==> config.mk <==
export PLATFORM = sky130hd
export DESIGN_NAME = axi_burst_mem_slave
export DESIGN_NICKNAME = d
export VERILOG_FILES = /design/src/rtl/axi_defs_pkg.sv /design/src/rtl/axi_burst_addr_gen.sv /design/src/rtl/axi_burst_mem_slave.sv
export SDC_FILE = /design/constraint.sdc
export NUM_CORES = 1
export LEC_CHECK = 0
export ABC_AREA = 0
export CELL_PAD_IN_SITES_DETAIL_PLACEMENT = 1
export CELL_PAD_IN_SITES_GLOBAL_PLACEMENT = 1
export CORE_MARGIN = 3
export CORE_UTILIZATION = 23
export DETAILED_ROUTE_END_ITERATION = 8
export PLACE_DENSITY_LB_ADDON = 0.1
export SYNTH_ARGS = -nofsm -noshare
export SYNTH_HDL_FRONTEND = slang
export SYNTH_HIERARCHICAL = 1
export SYNTH_SLANG_ARGS = --single-unit
==> constraint.sdc <==
create_clock -name i_axi_clk -period 2.4 [get_ports i_axi_clk]
set_input_delay 0.72 -clock i_axi_clk [delete_from_list [all_inputs] [get_ports i_axi_clk]]
set_output_delay 0.72 -clock i_axi_clk [all_outputs]
set_load 0.1 [all_outputs]
==> src/rtl/axi_defs_pkg.sv <==
// Shared AXI definitions for the burst memory slave.
//   - response codes (OKAY / SLVERR)
//   - burst type codes (FIXED / INCR / WRAP)
//   - state encoding of the slave control FSM
package axi_defs_pkg;

    localparam logic [1:0] RESP_OKAY   = 2'b00;
    localparam logic [1:0] RESP_SLVERR = 2'b10;

    localparam logic [1:0] BURST_FIXED = 2'b00;
    localparam logic [1:0] BURST_INCR  = 2'b01;
    localparam logic [1:0] BURST_WRAP  = 2'b10;

    typedef enum logic [2:0] {
        ST_IDLE,
        ST_WR_DATA,
        ST_WR_RESP,
        ST_RD_FETCH,
        ST_RD_SEND
    } slave_state_t;

endpackage

==> src/rtl/axi_burst_addr_gen.sv <==
// Burst address / beat tracker shared by the read and write paths.
// Ports:
//   i_axi_clk, i_axi_rst   clock, synchronous active-low reset
//   load, load_*           latch start word address, length, burst type, error flag
//   step                   advance one beat
//   set_err                raise the sticky error flag (protocol violation)
//   addr                   current RAM word address
//   addr_next              address the next step will produce
//   last                   current beat is beat number len
//   over                   beats have been consumed beyond len
//   err                    sticky error flag for the current transaction
module axi_burst_addr_gen
    import axi_defs_pkg::*;
#(
    parameter int MEM_ADDR_WIDTH = 10
) (
    input  logic                      i_axi_clk,
    input  logic                      i_axi_rst,
    input  logic                      load,
    input  logic [MEM_ADDR_WIDTH-1:0] load_addr,
    input  logic [7:0]                load_len,
    input  logic [1:0]                load_burst,
    input  logic                      load_err,
    input  logic                      step,
    input  logic                      set_err,
    output logic [MEM_ADDR_WIDTH-1:0] addr,
    output logic [MEM_ADDR_WIDTH-1:0] addr_next,
    output logic                      last,
    output logic                      over,
    output logic                      err
);

    logic [7:0] len_q;
    logic [7:0] beat_q;
    logic [1:0] burst_q;

    // Only INCR moves; FIXED and the error bursts hold the address.
    // Natural overflow wraps modulo the RAM depth.
    assign addr_next = (burst_q == BURST_INCR) ? addr + MEM_ADDR_WIDTH'(1) : addr;
    assign last      = (beat_q == len_q) & ~over;

    always_ff @(posedge i_axi_clk) begin
        if (!i_axi_rst) begin
            addr    <= '0;
            len_q   <= '0;
            beat_q  <= '0;
            burst_q <= '0;
            over    <= 1'b0;
            err     <= 1'b0;
        end else if (load) begin
            addr    <= load_addr;
            len_q   <= load_len;
            beat_q  <= '0;
            burst_q <= load_burst;
            over    <= 1'b0;
            err     <= load_err;
        end else begin
            if (step) begin
                addr <= addr_next;
                // Beat counter saturates at len; further beats only mark "over".
                if (beat_q == len_q) begin
                    over <= 1'b1;
                end else begin
                    beat_q <= beat_q + 8'd1;
                end
            end
            if (set_err) begin
                err <= 1'b1;
            end
        end
    end

endmodule

==> src/rtl/axi_burst_mem_slave.sv <==
// AXI4 burst slave in front of a single-port synchronous RAM (1-cycle read
// latency). One transaction in flight; reads and writes alternate on ties.
// Ports:
//   i_axi_clk, i_axi_rst       clock, synchronous active-low reset
//   axi_aw*, axi_w*, axi_b*    AXI write address / data / response channels
//   axi_ar*, axi_r*            AXI read address / data channels
//   o_mem_wen                  per-byte RAM write enable (one-cycle pulse per beat)
//   o_mem_addr, o_mem_wdata    RAM word address and write data
//   i_mem_rdata                RAM read data, valid one cycle after o_mem_addr
module axi_burst_mem_slave
    import axi_defs_pkg::*;
#(
    parameter int DATA_WIDTH     = 32,
    parameter int ADDR_WIDTH     = 32,
    parameter int ID_WIDTH       = 4,
    parameter int MEM_ADDR_WIDTH = 10,
    parameter int STRB_WIDTH     = DATA_WIDTH / 8
) (
    input  logic                      i_axi_clk,
    input  logic                      i_axi_rst,
    // write address
    input  logic [ADDR_WIDTH-1:0]     axi_awaddr,
    input  logic [ID_WIDTH-1:0]       axi_awid,
    input  logic [7:0]                axi_awlen,
    input  logic [2:0]                axi_awsize,
    input  logic [1:0]                axi_awburst,
    input  logic                      axi_awvalid,
    output logic                      axi_awready,
    // write data
    input  logic [DATA_WIDTH-1:0]     axi_wdata,
    input  logic [ID_WIDTH-1:0]       axi_wid,
    input  logic [STRB_WIDTH-1:0]     axi_wstrb,
    input  logic                      axi_wlast,
    input  logic                      axi_wvalid,
    output logic                      axi_wready,
    // write response
    output logic [1:0]                axi_bresp,
    output logic [ID_WIDTH-1:0]       axi_bid,
    output logic                      axi_bvalid,
    input  logic                      axi_bready,
    // read address
    input  logic [ADDR_WIDTH-1:0]     axi_araddr,
    input  logic [ID_WIDTH-1:0]       axi_arid,
    input  logic [7:0]                axi_arlen,
    input  logic [2:0]                axi_arsize,
    input  logic [1:0]                axi_arburst,
    input  logic                      axi_arvalid,
    output logic                      axi_arready,
    // read data
    output logic [DATA_WIDTH-1:0]     axi_rdata,
    output logic [ID_WIDTH-1:0]       axi_rid,
    output logic [1:0]                axi_rresp,
    output logic                      axi_rlast,
    output logic                      axi_rvalid,
    input  logic                      axi_rready,
    // local RAM
    output logic [STRB_WIDTH-1:0]     o_mem_wen,
    output logic [MEM_ADDR_WIDTH-1:0] o_mem_addr,
    output logic [DATA_WIDTH-1:0]     o_mem_wdata,
    input  logic [DATA_WIDTH-1:0]     i_mem_rdata
);

    localparam int         ADDR_LSB  = $clog2(STRB_WIDTH);
    localparam logic [2:0] FULL_SIZE = 3'(ADDR_LSB);

    slave_state_t              state_q, state_d;
    logic                      last_grant_wr;
    logic [ID_WIDTH-1:0]       id_q;

    logic                      grant_wr;
    logic                      aw_hs, ar_hs, w_beat, r_hs, b_hs;
    logic                      aw_err, ar_err;

    logic                      ag_load, ag_step, ag_set_err;
    logic [MEM_ADDR_WIDTH-1:0] ld_addr;
    logic [7:0]                ld_len;
    logic [1:0]                ld_burst;
    logic                      ld_err;
    logic [MEM_ADDR_WIDTH-1:0] ag_addr, ag_addr_next;
    logic                      ag_last, ag_over, ag_err;

    logic                      unused_bits;
    assign unused_bits = ^{axi_wid, axi_awaddr, axi_araddr};

    // ---------------- arbitration and handshakes ----------------
    assign grant_wr    = axi_awvalid & (~axi_arvalid | ~last_grant_wr);
    assign axi_awready = i_axi_rst & (state_q == ST_IDLE) & grant_wr;
    assign axi_arready = i_axi_rst & (state_q == ST_IDLE) & axi_arvalid & ~grant_wr;
    assign axi_wready  = (state_q == ST_WR_DATA);
    assign axi_bvalid  = (state_q == ST_WR_RESP);
    assign axi_rvalid  = (state_q == ST_RD_SEND);

    assign aw_hs  = axi_awvalid & axi_awready;
    assign ar_hs  = axi_arvalid & axi_arready;
    assign w_beat = axi_wvalid & axi_wready;
    assign b_hs   = axi_bvalid & axi_bready;
    assign r_hs   = axi_rvalid & axi_rready;

    assign aw_err = (axi_awburst >= BURST_WRAP) | (axi_awsize != FULL_SIZE);
    assign ar_err = (axi_arburst >= BURST_WRAP) | (axi_arsize != FULL_SIZE);

    // ---------------- address generator ----------------
    assign ag_load  = aw_hs | ar_hs;
    assign ld_addr  = aw_hs ? axi_awaddr[ADDR_LSB +: MEM_ADDR_WIDTH]
                            : axi_araddr[ADDR_LSB +: MEM_ADDR_WIDTH];
    assign ld_len   = aw_hs ? axi_awlen   : axi_arlen;
    assign ld_burst = aw_hs ? axi_awburst : axi_arburst;
    assign ld_err   = aw_hs ? aw_err      : ar_err;

    // The final read beat needs no advance; the next AR reloads anyway.
    assign ag_step    = w_beat | (r_hs & ~ag_last);
    // wlast early (before beat len) or missing on beat len.
    assign ag_set_err = w_beat & ((axi_wlast & ~ag_last & ~ag_over) | (ag_last & ~axi_wlast));

    axi_burst_addr_gen #(
        .MEM_ADDR_WIDTH (MEM_ADDR_WIDTH)
    ) u_addr_gen (
        .i_axi_clk  (i_axi_clk),
        .i_axi_rst  (i_axi_rst),
        .load       (ag_load),
        .load_addr  (ld_addr),
        .load_len   (ld_len),
        .load_burst (ld_burst),
        .load_err   (ld_err),
        .step       (ag_step),
        .set_err    (ag_set_err),
        .addr       (ag_addr),
        .addr_next  (ag_addr_next),
        .last       (ag_last),
        .over       (ag_over),
        .err        (ag_err)
    );

    // ---------------- response channels ----------------
    assign axi_bid   = id_q;
    assign axi_rid   = id_q;
    assign axi_bresp = ((state_q == ST_WR_RESP) && ag_err) ? RESP_SLVERR : RESP_OKAY;
    assign axi_rresp = ((state_q == ST_RD_SEND) && ag_err) ? RESP_SLVERR : RESP_OKAY;
    assign axi_rlast = (state_q == ST_RD_SEND) & ag_last;
    assign axi_rdata = ((state_q == ST_RD_SEND) && !ag_err) ? i_mem_rdata : '0;

    // ---------------- FSM ----------------
    always_comb begin
        state_d = state_q;
        unique case (state_q)
            ST_IDLE: begin
                if (aw_hs) begin
                    state_d = ST_WR_DATA;
                end else if (ar_hs) begin
                    state_d = ST_RD_FETCH;
                end
            end
            ST_WR_DATA: begin
                if (w_beat && axi_wlast) begin
                    state_d = ST_WR_RESP;
                end
            end
            ST_WR_RESP: begin
                if (b_hs) begin
                    state_d = ST_IDLE;
                end
            end
            ST_RD_FETCH: begin
                state_d = ST_RD_SEND;
            end
            ST_RD_SEND: begin
                if (r_hs) begin
                    state_d = ag_last ? ST_IDLE : ST_RD_FETCH;
                end
            end
            default: begin
                state_d = ST_IDLE;
            end
        endcase
    end

    always_ff @(posedge i_axi_clk) begin
        if (!i_axi_rst) begin
            state_q       <= ST_IDLE;
            last_grant_wr <= 1'b0;
            id_q          <= '0;
        end else begin
            state_q <= state_d;
            if (aw_hs) begin
                id_q <= axi_awid;
            end else if (ar_hs) begin
                id_q <= axi_arid;
            end
            if (b_hs) begin
                last_grant_wr <= 1'b1;
            end else if (r_hs && ag_last) begin
                last_grant_wr <= 1'b0;
            end
        end
    end

    // ---------------- RAM port ----------------
    // The read address is presented on entry to RD_FETCH (from AR directly, or
    // from addr_next on a non-final read beat) so RAM data lands in RD_SEND and
    // stays stable while the address is held.
    always_ff @(posedge i_axi_clk) begin
        if (!i_axi_rst) begin
            o_mem_wen   <= '0;
            o_mem_addr  <= '0;
            o_mem_wdata <= '0;
        end else begin
            o_mem_wen <= '0;
            if (w_beat) begin
                o_mem_wen   <= (ag_err || ag_over) ? '0 : axi_wstrb;
                o_mem_addr  <= ag_addr;
                o_mem_wdata <= axi_wdata;
            end else if (ar_hs) begin
                o_mem_addr <= axi_araddr[ADDR_LSB +: MEM_ADDR_WIDTH];
            end else if (r_hs && !ag_last) begin
                o_mem_addr <= ag_addr_next;
            end
        end
    end

endmodule

==> results.sh <==
export IMPL_critPathKind="reg2out"
export IMPL_syn_to_final_growth_pct=83.5
export IMPL_ys_types=55
export IMPL_r2r_end="u_addr_gen/beat_q[6]"
export IMPL_nFillCells=2156
export IMPL_cts_buffers=9
export IMPL_route_vias_total=4792
export IMPL_gr_total_overflow=0
export IMPL_syn_avg_cell_area_sq_um=8.34
export IMPL_clkTransAtPathRegs_ns=0.06
export IMPL_grt_pass1_vias=5185
export IMPL_cp_cell_sequence="xnor2_2, nand4_1, nor3_4, buf_6, and2_4, buf_12"
export IMPL_min_path_type="reg2reg"
export IMPL_tns_ns=-0.0303
export IMPL_coreArea_sq_um=19100
export IMPL_synth_warnings=6
export IMPL_place_ws_ns=-0.460
export IMPL_h_tree_depth=3
export IMPL_cp_arrival_ns=1.71
export IMPL_fin_util_pct=43.7
export IMPL_antenna_cells=0
export IMPL_max_freq_mhz=411
export IMPL_drt_wl_total_mm=18.1
export IMPL_antenna_found_initial=1
export IMPL_rsz0062_at_grt="yes"
export IMPL_critPathSlowestCell="dfxtp_4"
export IMPL_hold_depth=2
export IMPL_worstHoldStart="o_mem_wdata[3]"
export IMPL_cp_startpoint="u_addr_gen/beat_q[6]"
export IMPL_worstReg2RegStart="u_addr_gen/beat_q[6]"
export IMPL_r2r_cells=11
export IMPL_ys_flop_type="dfxtp_1"
export IMPL_p_total_mw=4.60
export IMPL_fp_dieH_um=147
export IMPL_grt_start_max_net_pins=33
export IMPL_ant_nets=0
export IMPL_start_util_pct=23.8
export IMPL_drt_wirelength_per_cell_um=16.9
export IMPL_violations="setup timing"
export IMPL_slew_violations=0
export IMPL_final_setup_viol_count=1
export IMPL_drt_pass1_iterations=4
export IMPL_hpwl_mm=14.0
export IMPL_worstPathRequired_ns=1.68
export IMPL_power_density_nw_per_um2=552
export IMPL_io_pins=274
export IMPL_period_share_pct=101
export IMPL_setup_ws_ns=-0.0303
export IMPL_clock_skew_ns=0.00623
export IMPL_drive_gt1_share_pct=34.3
export IMPL_grt_pass1_wl_mm=28.6
export IMPL_final_nets=983
export IMPL_critical_path_endpoint_type="output pin"
export IMPL_cts_tree="built"
export IMPL_async_reset_ff_share_pct=0
export IMPL_whs_endpoint="o_mem_wdata[3]"
export IMPL_grt_use_total_pct=16.6
export IMPL_drc=0
export IMPL_floorplan_die_area_sq_um=21500
export IMPL_synth_area_sq_um=4550
export IMPL_hold_viol_final=0
export IMPL_num_rows=50
export IMPL_cts_buffer_depth=2
export IMPL_finalCriticalPeriod_ns=2.43
export IMPL_slowest_delay_ns=0.36
export IMPL_ys_ff_latch=84
export IMPL_ir_worst_vdd_v=0.000338
export IMPL_drv_cap=0
export IMPL_die_w_um=147
export IMPL_start_kind="flip-flop"
export IMPL_outcome="complete, but fails checks"
export IMPL_drt_iter0_markers=145
export IMPL_netlist_instances=545
export IMPL_io_buffers=223
export IMPL_root_buffer="clkbuf_16"
export IMPL_critPathMaxFanout=4
export IMPL_insertion_delay_ns=0.34
export IMPL_vias_per_cell=4.49
export IMPL_synth_edff_count=0
export IMPL_seq_area_frac_synth_pct=37.0
export IMPL_p_leak_nw=3.23
export IMPL_rrSetupSlack_ns=0.04
export IMPL_globalplace_congestion=0.756
export IMPL_cts_sinks=84
-- per-layer routing --
metal  GRT usage, %  up-vias  routed length (um)
li1               -     2380                   -
met1           19.9     2268                7590
met2           29.7      126                9410
met3           4.03       18                 843
met4           4.33        0                 254
met5              0        -                   0
-- worst max path at each step --
stage / to / slack (ns) / cells after the start
floorplan: axi_rdata[17] / -0.08 / 6
global placement: u_addr_gen/err / -0.44 / 9
detailed placement: u_addr_gen/err / -0.46 / 9
CTS: axi_rlast / -0.08 / 6
global route: axi_rlast / -0.15 / 6
finish: axi_rlast / -0.03 / 6
-- registers in the layout, indices dropped and copies added (netlist names) --
register and flops:
axi_bid 4, o_mem_wdata 32, last_grant_wr 1, state_q 3, o_mem_addr 10, u_addr_gen/len_q 8, u_addr_gen/addr 10, u_addr_gen/over 1
u_addr_gen/burst_q 2, o_mem_wen 4, u_addr_gen/beat_q 8, u_addr_gen/err 1
-- final cells by class --
| class | count | area (sq um) | share of cell area, % |
|---|---|---|---|
| Sequential cell | 84 | 1700 | 20.4 |
| Tap cell | 260 | 325 | 3.90 |
| Inverter | 9 | 46.3 | 0.555 |
| Timing Repair Buffer | 286 | 3130 | 37.5 |
| Clock buffer | 10 | 239 | 2.87 |
| Multi-Input combinational cell | 413 | 2850 | 34.1 |
| Clock inverter | 6 | 47.5 | 0.570 |
-- placed cells by master (no fill, tap or decap), drive strengths merged, types with 2 or more instances in the layout --
| cell type | instances |
|---|---|
| mux2i | 11 |
| inv | 8 |
| o21ai | 14 |
| nor2b | 23 |
| or3 | 5 |
| dfxtp | 84 |
| nor2 | 22 |
| xor2 | 11 |
| nand2 | 103 |
| dlygate4sd2 | 2 |
| xnor2 | 16 |
| a22oi | 2 |
| nor3 | 16 |
| a221oi | 10 |
| clkinvlp | 5 |
| o211ai | 2 |
| or4 | 3 |
| and3 | 2 |
| ha | 2 |
| clkinv | 2 |
| nor4b | 2 |
| mux2 | 21 |
| o22ai | 3 |
| and2 | 45 |
| a21oi | 48 |
| a311oi | 4 |
| clkdlybuf4s50 | 126 |
| nand2b | 5 |
| conb | 2 |
| o2bb2ai | 10 |
| nand4 | 6 |
| nand3 | 9 |
| o31ai | 2 |
| clkbuf | 11 |
| buf | 157 |
| nor4 | 3 |
| nand3b | 2 |
-- kinds of logic (layout without fill, tap and decap cells) --
family	after synthesis	after routing	share of synthesized area [%]
and+or+nand+nor	251	251	29.8
adders and majority gates	2	2	0.550
DFF	84	84	37.0
AOI/OAI and AO/OA	99	99	14.2
buffers and inverters	49	311	5.53
xor gates and xnor gates	27	27	5.20
other	1	2	0.0825
muxes	32	32	7.62
-- worst max-delay path, delay by kind of cell, from the launching register on --
kind,cells,cell delay [ns]
xor gates and xnor gates,1,0.13
buffers and inverters,2,0.29
DFF,1,0.36
and+or+nand+nor,3,0.58
-- where the power goes --
group	internal, mW	total (mW)	switching, mW
combinational	0.696	1.69	0.992
sequential	1.49	1.58	0.0936
clock	0.736	1.33	0.595
total	2.92	4.60	1.68
-- what timing repair did --
| action | 4_1_cts | 5_1_grt |
|---|---|---|
| buffers inserted | 10 | 7 |
| cloned | 2 | 1 |
| setup endpoints to repair | 45 | 57 |
| hold endpoints to repair | 0 | 0 |
| pin swaps | 24 | 35 |
| gates resized for setup | 42 | 35 |
| hold buffers | 0 | 0 |
-- synth_stat cells (8+ instances only) --
library cell	instances	area, sq um
nand3_1	8	40.0
mux2i_1	11	110
o21ai_0	13	65.1
o2bb2ai_1	10	87.6
inv_1	8	30.0
xor2_1	11	96.3
buf_4	9	67.6
clkbuf_1	17	63.8
mux2_1	17	191
nor3_2	11	110
nor2_1	21	78.8
dfxtp_1	84	1680
buf_2	9	45.0
nor2b_1	23	144
a21oi_1	48	240
xnor2_1	16	140
and2_1	45	282
nand2_1	103	387
-- stage by stage --
stage | hold slack [ns] | cells | instance area, sq um
after detailed placement | 0.450 | 1032 | 7640
after floorplan | 0.477 | 546 | 4640
after global placement | 0.444 | 1032 | 7640
after CTS | 0.460 | 1060 | 8140
final | 0.455 | 1068 | 8340
after global routing | 0.476 | 1068 | 8340
Power figures use the tool's default switching activity.
